File: config.mk
export PLATFORM = sky130hd
export DESIGN_NAME = cnnip_cmd_master_flat
export DESIGN_NICKNAME = d
export VERILOG_FILES = /design/src/rtl/cnnip_cmd_master_if.sv /design/src/rtl/cnnip_cmd_master.sv /design/src/flat_wrapper.sv
export SDC_FILE = /design/constraint.sdc
export NUM_CORES = 1
export LEC_CHECK = 0
export CAP_MARGIN = 20
export CORE_ASPECT_RATIO = 1.4
export CORE_UTILIZATION = 44
export DETAILED_ROUTE_END_ITERATION = 12
export PLACE_DENSITY = 0.86
export SLEW_MARGIN = 20
export SYNTH_ARGS = -nofsm -noshare
export SYNTH_HDL_FRONTEND = slang
export SYNTH_SLANG_ARGS = --single-unit
File: constraint.sdc
create_clock -name clk_a -period 3.6 [get_ports clk_a]
set_clock_uncertainty 0.1 [all_clocks]
set_input_delay 0.72 -clock clk_a [delete_from_list [all_inputs] [get_ports clk_a]]
set_output_delay 0.72 -clock clk_a [all_outputs]
set_load 0.05 [all_outputs]
File: src/rtl/cnnip_cmd_master_if.sv
// Command request/response handshake and register bus between the
// CNN IP command master and its register_set slave.
interface cnnip_cmd_master_if;
    logic        req_valid;
    logic        req_ready;
    logic [7:0]  req_kernel_size;
    logic [7:0]  req_kernel_nums;
    logic [1:0]  req_stride;
    logic        req_padding;
    logic        rsp_valid;
    logic        rsp_ready;
    logic        rsp_timeout;
    logic        busy;
    logic        mem_en;
    logic [3:0]  mem_we;
    logic [31:0] mem_addr;
    logic [31:0] mem_din;
    logic [31:0] mem_dout;
    logic        mem_valid;

    modport master (
        input  req_valid, req_kernel_size, req_kernel_nums,
        input  req_stride, req_padding, rsp_ready,
        input  mem_dout, mem_valid,
        output req_ready, rsp_valid, rsp_timeout, busy,
        output mem_en, mem_we, mem_addr, mem_din
    );

    modport slave (
        output req_valid, req_kernel_size, req_kernel_nums,
        output req_stride, req_padding, rsp_ready,
        output mem_dout, mem_valid,
        input  req_ready, rsp_valid, rsp_timeout, busy,
        input  mem_en, mem_we, mem_addr, mem_din
    );
endinterface

File: src/rtl/cnnip_cmd_master.sv
// CNN IP command master: writes layer config and START, polls DONE,
// clears START/DONE and returns a response carrying a timeout flag.
module cnnip_cmd_master #(
    parameter int POLL_GAP   = 16,
    parameter int POLL_LIMIT = 1024
) (
    input logic                 clk_a,
    input logic                 arstz_aq,
    cnnip_cmd_master_if.master  bus
);
    typedef enum logic [2:0] {
        IDLE, WR_CFG0, WR_CFG1, WR_START,
        POLL_RD, POLL_WAIT, WR_CLR, RSP
    } state_t;

    localparam int PW = $clog2(POLL_LIMIT) + 1;
    localparam int GW = $clog2(POLL_GAP + 1) + 1;
    localparam logic [PW-1:0] LIM = PW'(POLL_LIMIT);
    localparam logic [GW-1:0] GAP_LAST =
        GW'((POLL_GAP > 0) ? POLL_GAP - 1 : 0);

    state_t      state, state_n;
    logic [PW-1:0] poll_cnt, pc_n;
    logic [GW-1:0] gap_cnt, gc_n;
    logic        to_n;
    logic [1:0]  stride_q;
    logic        pad_q;
    logic        en_n;
    logic [3:0]  we_n;
    logic [31:0] addr_n, din_n;
    logic        done;
    logic        unused_dout;

    assign done = bus.mem_valid && bus.mem_dout[0];
    assign unused_dout = ^bus.mem_dout[31:1];

    always_comb begin
        state_n = state;
        pc_n    = poll_cnt;
        gc_n    = gap_cnt;
        to_n    = bus.rsp_timeout;
        case (state)
            IDLE: begin
                if (bus.req_valid) begin
                    state_n = WR_CFG0;
                    pc_n    = '0;
                    gc_n    = '0;
                    to_n    = 1'b0;
                end
            end
            WR_CFG0:  state_n = WR_CFG1;
            WR_CFG1:  state_n = WR_START;
            WR_START: state_n = POLL_RD;
            POLL_RD: begin
                pc_n = poll_cnt + PW'(1);
                if (done) begin
                    state_n = WR_CLR;
                    to_n    = 1'b0;
                end else if (pc_n == LIM) begin
                    state_n = WR_CLR;
                    to_n    = 1'b1;
                end else if (POLL_GAP == 0) begin
                    state_n = POLL_RD;
                end else begin
                    state_n = POLL_WAIT;
                    gc_n    = '0;
                end
            end
            POLL_WAIT: begin
                if (gap_cnt == GAP_LAST) state_n = POLL_RD;
                else gc_n = gap_cnt + GW'(1);
            end
            WR_CLR: state_n = RSP;
            RSP: if (bus.rsp_ready) state_n = IDLE;
            default: state_n = IDLE;
        endcase
    end

    // Bus outputs are decoded from the next state so they leave a flop.
    // CFG0 is issued right after accept, so it uses the live request.
    always_comb begin
        en_n   = 1'b0;
        we_n   = 4'h0;
        addr_n = 32'h0;
        din_n  = 32'h0;
        case (state_n)
            WR_CFG0: begin
                en_n   = 1'b1;
                we_n   = 4'hF;
                addr_n = 32'h8;
                din_n  = {8'h0, bus.req_kernel_size,
                          8'h0, bus.req_kernel_nums};
            end
            WR_CFG1: begin
                en_n   = 1'b1;
                we_n   = 4'hF;
                addr_n = 32'hC;
                din_n  = {15'h0, pad_q, 14'h0, stride_q};
            end
            WR_START: begin
                en_n   = 1'b1;
                we_n   = 4'hF;
                addr_n = 32'h0;
                din_n  = 32'hFFFF_FFFF;
            end
            POLL_RD: begin
                en_n   = 1'b1;
                addr_n = 32'h4;
            end
            WR_CLR: begin
                en_n   = 1'b1;
                we_n   = 4'hF;
            end
            default: en_n = 1'b0;
        endcase
    end

    always_ff @(posedge clk_a or negedge arstz_aq) begin
        if (!arstz_aq) begin
            state           <= IDLE;
            poll_cnt        <= '0;
            gap_cnt         <= '0;
            stride_q        <= 2'b0;
            pad_q           <= 1'b0;
            bus.mem_en      <= 1'b0;
            bus.mem_we      <= 4'h0;
            bus.mem_addr    <= 32'h0;
            bus.mem_din     <= 32'h0;
            bus.rsp_valid   <= 1'b0;
            bus.rsp_timeout <= 1'b0;
            bus.busy        <= 1'b0;
            bus.req_ready   <= 1'b1;
        end else begin
            state           <= state_n;
            poll_cnt        <= pc_n;
            gap_cnt         <= gc_n;
            if (state == IDLE && bus.req_valid) begin
                stride_q <= bus.req_stride;
                pad_q    <= bus.req_padding;
            end
            bus.mem_en      <= en_n;
            bus.mem_we      <= we_n;
            bus.mem_addr    <= addr_n;
            bus.mem_din     <= din_n;
            bus.rsp_valid   <= (state_n == RSP);
            bus.rsp_timeout <= to_n;
            bus.busy        <= (state_n != IDLE);
            bus.req_ready   <= (state_n == IDLE);
        end
    end
endmodule
File: src/flat_wrapper.sv
// flat-port wrapper written by rule: the top's interface ports become plain ports
module cnnip_cmd_master_flat 
#(
    parameter int POLL_GAP   = 16,
    parameter int POLL_LIMIT = 1024
)
  (clk_a, arstz_aq, bus_req_valid, bus_req_kernel_size, bus_req_kernel_nums, bus_req_stride, bus_req_padding, bus_rsp_ready, bus_mem_dout, bus_mem_valid, bus_req_ready, bus_rsp_valid, bus_rsp_timeout, bus_busy, bus_mem_en, bus_mem_we, bus_mem_addr, bus_mem_din);
  cnnip_cmd_master_if bus_i ();
  input logic clk_a;
  input logic arstz_aq;
  input wire logic [$bits(bus_i.req_valid)-1:0] bus_req_valid;
  input wire logic [$bits(bus_i.req_kernel_size)-1:0] bus_req_kernel_size;
  input wire logic [$bits(bus_i.req_kernel_nums)-1:0] bus_req_kernel_nums;
  input wire logic [$bits(bus_i.req_stride)-1:0] bus_req_stride;
  input wire logic [$bits(bus_i.req_padding)-1:0] bus_req_padding;
  input wire logic [$bits(bus_i.rsp_ready)-1:0] bus_rsp_ready;
  input wire logic [$bits(bus_i.mem_dout)-1:0] bus_mem_dout;
  input wire logic [$bits(bus_i.mem_valid)-1:0] bus_mem_valid;
  output wire logic [$bits(bus_i.req_ready)-1:0] bus_req_ready;
  output wire logic [$bits(bus_i.rsp_valid)-1:0] bus_rsp_valid;
  output wire logic [$bits(bus_i.rsp_timeout)-1:0] bus_rsp_timeout;
  output wire logic [$bits(bus_i.busy)-1:0] bus_busy;
  output wire logic [$bits(bus_i.mem_en)-1:0] bus_mem_en;
  output wire logic [$bits(bus_i.mem_we)-1:0] bus_mem_we;
  output wire logic [$bits(bus_i.mem_addr)-1:0] bus_mem_addr;
  output wire logic [$bits(bus_i.mem_din)-1:0] bus_mem_din;
  assign bus_i.req_valid = bus_req_valid;
  assign bus_i.req_kernel_size = bus_req_kernel_size;
  assign bus_i.req_kernel_nums = bus_req_kernel_nums;
  assign bus_i.req_stride = bus_req_stride;
  assign bus_i.req_padding = bus_req_padding;
  assign bus_i.rsp_ready = bus_rsp_ready;
  assign bus_i.mem_dout = bus_mem_dout;
  assign bus_i.mem_valid = bus_mem_valid;
  assign bus_req_ready = bus_i.req_ready;
  assign bus_rsp_valid = bus_i.rsp_valid;
  assign bus_rsp_timeout = bus_i.rsp_timeout;
  assign bus_busy = bus_i.busy;
  assign bus_mem_en = bus_i.mem_en;
  assign bus_mem_we = bus_i.mem_we;
  assign bus_mem_addr = bus_i.mem_addr;
  assign bus_mem_din = bus_i.mem_din;
  cnnip_cmd_master #(.POLL_GAP(POLL_GAP), .POLL_LIMIT(POLL_LIMIT)) u_core (.clk_a(clk_a), .arstz_aq(arstz_aq), .bus(bus_i));
endmodule
# Word level (Yosys, flattened, before mapping)

Index checks and enable logic that the tools add are counted.

Word-level logic and storage cells: 68
Flip-flop bits (word level): 68

Eq/ne operators: 20
Muxes and demuxes: 21
Reductions and logical operators: 12
Add/subtract/negate cells: 2

Operators with widths:

| operator                                                                 | count |
|---|---|
| 32-bit case mux with 3 select lines                                      | 1 |
| 6-bit two-way mux                                                        | 4 |
| 3-bit case mux with 8 select lines                                       | 1 |
| 11-bit case mux with 2 select lines                                      | 1 |
| 3-bit == test (second input constant)                                    | 7 |
| 6-bit case mux with 3 select lines                                       | 1 |
| 3-bit by 2-bit == test with 1-bit output (second input constant)         | 4 |
| 3-bit two-way mux                                                        | 4 |
| 4-bit case mux with 3 select lines                                       | 1 |
| 11-bit by 1-bit adder with 11-bit output (second input constant)         | 1 |
| 11-bit == test (second input constant)                                   | 1 |
| 11-bit two-way mux                                                       | 1 |
| 2-bit inequality test (second input constant)                            | 4 |
| 6-bit by 1-bit adder with 6-bit output (second input constant)           | 1 |
| 3-bit by 1-bit == test with 1-bit output (second input constant)         | 2 |
| 6-bit by 4-bit == test with 1-bit output (second input constant)         | 1 |
| 3-bit logical NOT                                                        | 2 |
| 3-bit nonzero test                                                       | 2 |
| 5-bit AND reduction                                                      | 1 |
| 5-bit OR reduction                                                       | 1 |
| 1-bit two-way mux                                                        | 4 |
| 4-bit two-way mux                                                        | 1 |
| 4-bit OR reduction                                                       | 1 |
| 3-bit by 1-bit inequality test with 1-bit output (second input constant) | 1 |
| other kinds (6)                                                          | 7 |

# Longest topological paths before layout

Depth in word-level cells: 8
Depth in mapped cells: 10

# Worst setup path before layout

Ideal clock, no wire load.

Path kind: register to register
Start: register u_core.poll_cnt[0] (netlist name)
End: register u_core.pad_q
Data arrival time: 2.155 ns
Stages on the path, launching flop included: 10
Required time: 3.375 ns
Setup slack: 1.220 ns
Buffers on the path: 0
Cells stage by stage: dfrtp_1 ha_1 nand3_1 or4b_1 a22o_2 nor2_4 nor3_4 clkinv_4 a211o_4 mux2_4

RTL lines:

| element              | line                    | RTL |
|---|---|---|
| to (signal assigned) | cnnip_cmd_master.sv:139 | `pad_q <= bus.req_padding;` |
| to (decl)            | cnnip_cmd_master.sv:27  | `logic pad_q;` |

==> results_dict.tcl <==
set metrics [dict create \
    synth-edff-count 0 \
    outcome "finished clean" \
    critPathMaxFanout 18 \
    numCtsBuffers 5 \
    arrival_ns 2.84 \
    crit_required_ns 3.69 \
    cts_sinks 48 \
    dp_worst_setup_slack_ns 0.706 \
    cts_resized 0 \
    synth_top_area_cell "dfrtp_1" \
    postCtsHoldBufs 0 \
    start_util_pct 45.4 \
    setup_ws_ns 0.853 \
    fill_cells 505 \
    globalRoute.totalOverflow 0 \
    finalSetupTns_ns 0 \
    vias_per_cell 5.24 \
    worst_pin_slew_ns 0.706 \
    p_leak_nw 1.47 \
    hold_violations 0 \
    drive_above_1_share_pct 7.74 \
    drv_slew 0 \
    postSynth.asyncResetShare_pct 100 \
    layout_min_cycle_time_ns 2.75 \
    max_cap_viol_count 0 \
    max_slew_margin_pct 52.4 \
    dp.cells 372 \
    cts_setup_buffers 0 \
    post-dp-hpwl_um 3850 \
    dieHeight_um 93.7 \
    wl_per_cell_um 14.2 \
    powerDensity_nw_per_um2 786 \
    h-tree-depth 2 \
    synth_cells 264 \
    nets 367 \
    synth_seq_area_share_pct 45.5 \
    multi_input_area_sq_um 1100 \
    final_util_pct 55.0 \
    syn_to_final_growth_pct 21.1 \
    setup_viol 0 \
    critPathKind "reg2reg" \
    port_buffers 67 \
    end_kind "register" \
    timing.final.crit_share_pct 76.3 \
    grt_use_total_pct 19.0 \
    fin_cells 380 \
    synth_top_area_share_pct 44.5 \
    vias 1993 \
    hp-class "in2async" \
    rsz0062_at_grt "no" \
    die-area_sq_um 6320 \
    cts_tree "done" \
    layout_commonest_cell "clkdlybuf4s50_1" \
    ff2ff_setup_slack_ns 0.85 \
    num_rows 33 \
    peakVddDrop_mv 0.500 \
    netlist_top_cells_area "dfrtp_1 45%, buf_4 14%, o21ai_0 4.5%" \
    regArea_sq_um 1200 \
    antenna_found_initial 0 \
    synth_top_flop_cell "dfrtp_1" \
    syn_area_sq_um 2640 \
    ios 129 \
    drt-initial-drc-count 68 \
    die_x_um 67.5 \
    firstDrtPassIters 4 \
    synth_seq_cells 48 \
    grt_pass1_vias 1905 \
    ctsLongestPathBuffers 2 \
    yosysUniqueCellTypes 56 \
    clk_latency_ns 0.30 \
    most-common-layout-cells "66 x clkdlybuf4s50_1, 47 x dfrtp_1, 30 x conb_1" \
    clk_pin_slew_ns 0.09 \
    ant_nets 0 \
    core_area_sq_um 5820 \
    place_congestion 0.826 \
    syn_area_per_cell_sq_um 10.0 \
    finalPower_mw 2.51 \
    antenna_cells 0 \
    cp-start-kind "register" \
    grt_pass1_wl_um 9050 \
    drc_errors 0 \
    grt_max_degree 49 \
    yosys_warnings 0 \
    max_freq_ghz 0.364 \
    wl_um 5410 \
    cts_root_buf "clkbuf_8" \
]
==> worst max-delay path, cell delays in order, from the launching register on <==
cell      delay, ns
dfrtp_1        0.41
ha_1           0.23
nand3_1        0.15
or4b_1         0.53
a22o_2         0.29
nor2_4         0.24
nor3_4         0.09
clkinv_4       0.14
a211o_4        0.15
mux2_4         0.30
==> layout make-up <==
cell class                 count  share of cell area (%)
clock inverter                 2                   0.469
inverter                       5                   0.743
multi-input combinational    180                    34.5
clock buffer                   6                    2.58
sequential                    48                    37.6
tap                           70                    2.74
timing repair buffer          69                    21.4
==> path summary, 6_finish.rpt <==
path,startpoint,end,cells past startpoint
worst max-delay path,u_core.poll_cnt[0],u_core.stride_q[1],9
worst min-delay path,arstz_aq,u_core.bus.mem_din[21],1
worst max register to register,u_core.poll_cnt[0],u_core.stride_q[1],9
worst min register to register,u_core.stride_q[0],u_core.bus.mem_din[0],2
max in group asynchronous,arstz_aq,u_core.bus.mem_din[6],1
min in group clk_a,u_core.stride_q[0],u_core.bus.mem_din[0],2
==> where the power goes <==
part	internal (mW)	switching [mW]
Combinational	0.453	0.896
Clock	0.156	0.187
Sequential	0.692	0.130
Total	1.30	1.21
==> metal layers <==
metal / up-vias / GRT usage (%) / part of all wire [%] / wire, um
met4: 0 / 6.74 / 2.0 / 106
met2: 89 / 33.4 / 54 / 2900
met3: 10 / 3.88 / 4.9 / 263
li1: 938 / - / - / -
met1: 956 / 22.0 / 40 / 2140
met5: - / 0 / 0 / 0
==> kinds of logic after synthesis <==
group                    share of synthesized area, %
flip-flops                                       45.5
adder cells (fa/ha/maj)                         0.947
AND/OR/NAND/NOR                                  13.7
AO/OA/AOI/OAI                                    19.0
buffers and inverters                            16.8
other                                           0.142
multiplexers                                     3.22
XOR/XNOR                                        0.663
==> sequential cells by signal (all words and copies together), names as in the netlist <==
signal and flops:
u_core.state 3, u_core.bus.mem_we 1, u_core.bus.mem_en 1, u_core.gap_cnt 6, u_core.bus.rsp_timeout 1, u_core.bus.rsp_valid 1, u_core.bus.req_ready 1, u_core.pad_q 1
u_core.bus.mem_din 17, u_core.stride_q 2, u_core.bus.busy 1, u_core.poll_cnt 11, u_core.bus.mem_addr 2
==> stage by stage <==
step                hold slack, ns  cell area [sq um]
CTS                          0.392               3200
floorplan                    0.324               2750
detailed placement           0.370               3100
finish                       0.320               3200
global route                 0.357               3200
global placement             0.358               3100
==> synth_stat cells, drive strengths merged (2+ instances only) <==
library cell,n
buf,52
dfrtp,47
o21ai,25
nand2,19
nor2,13
a21o,11
clkbuf,8
nand3,6
o21a,6
a21oi,5
a22o,5
nand4,5
nor3,5
a211oi,4
a31oi,4
inv,4
mux2i,4
o21bai,4
mux2,3
or4,3
a41o,2
and2,2
ha,2
nor2b,2
nor3b,2
No activity file was read; power rests on OpenSTA's default activity.
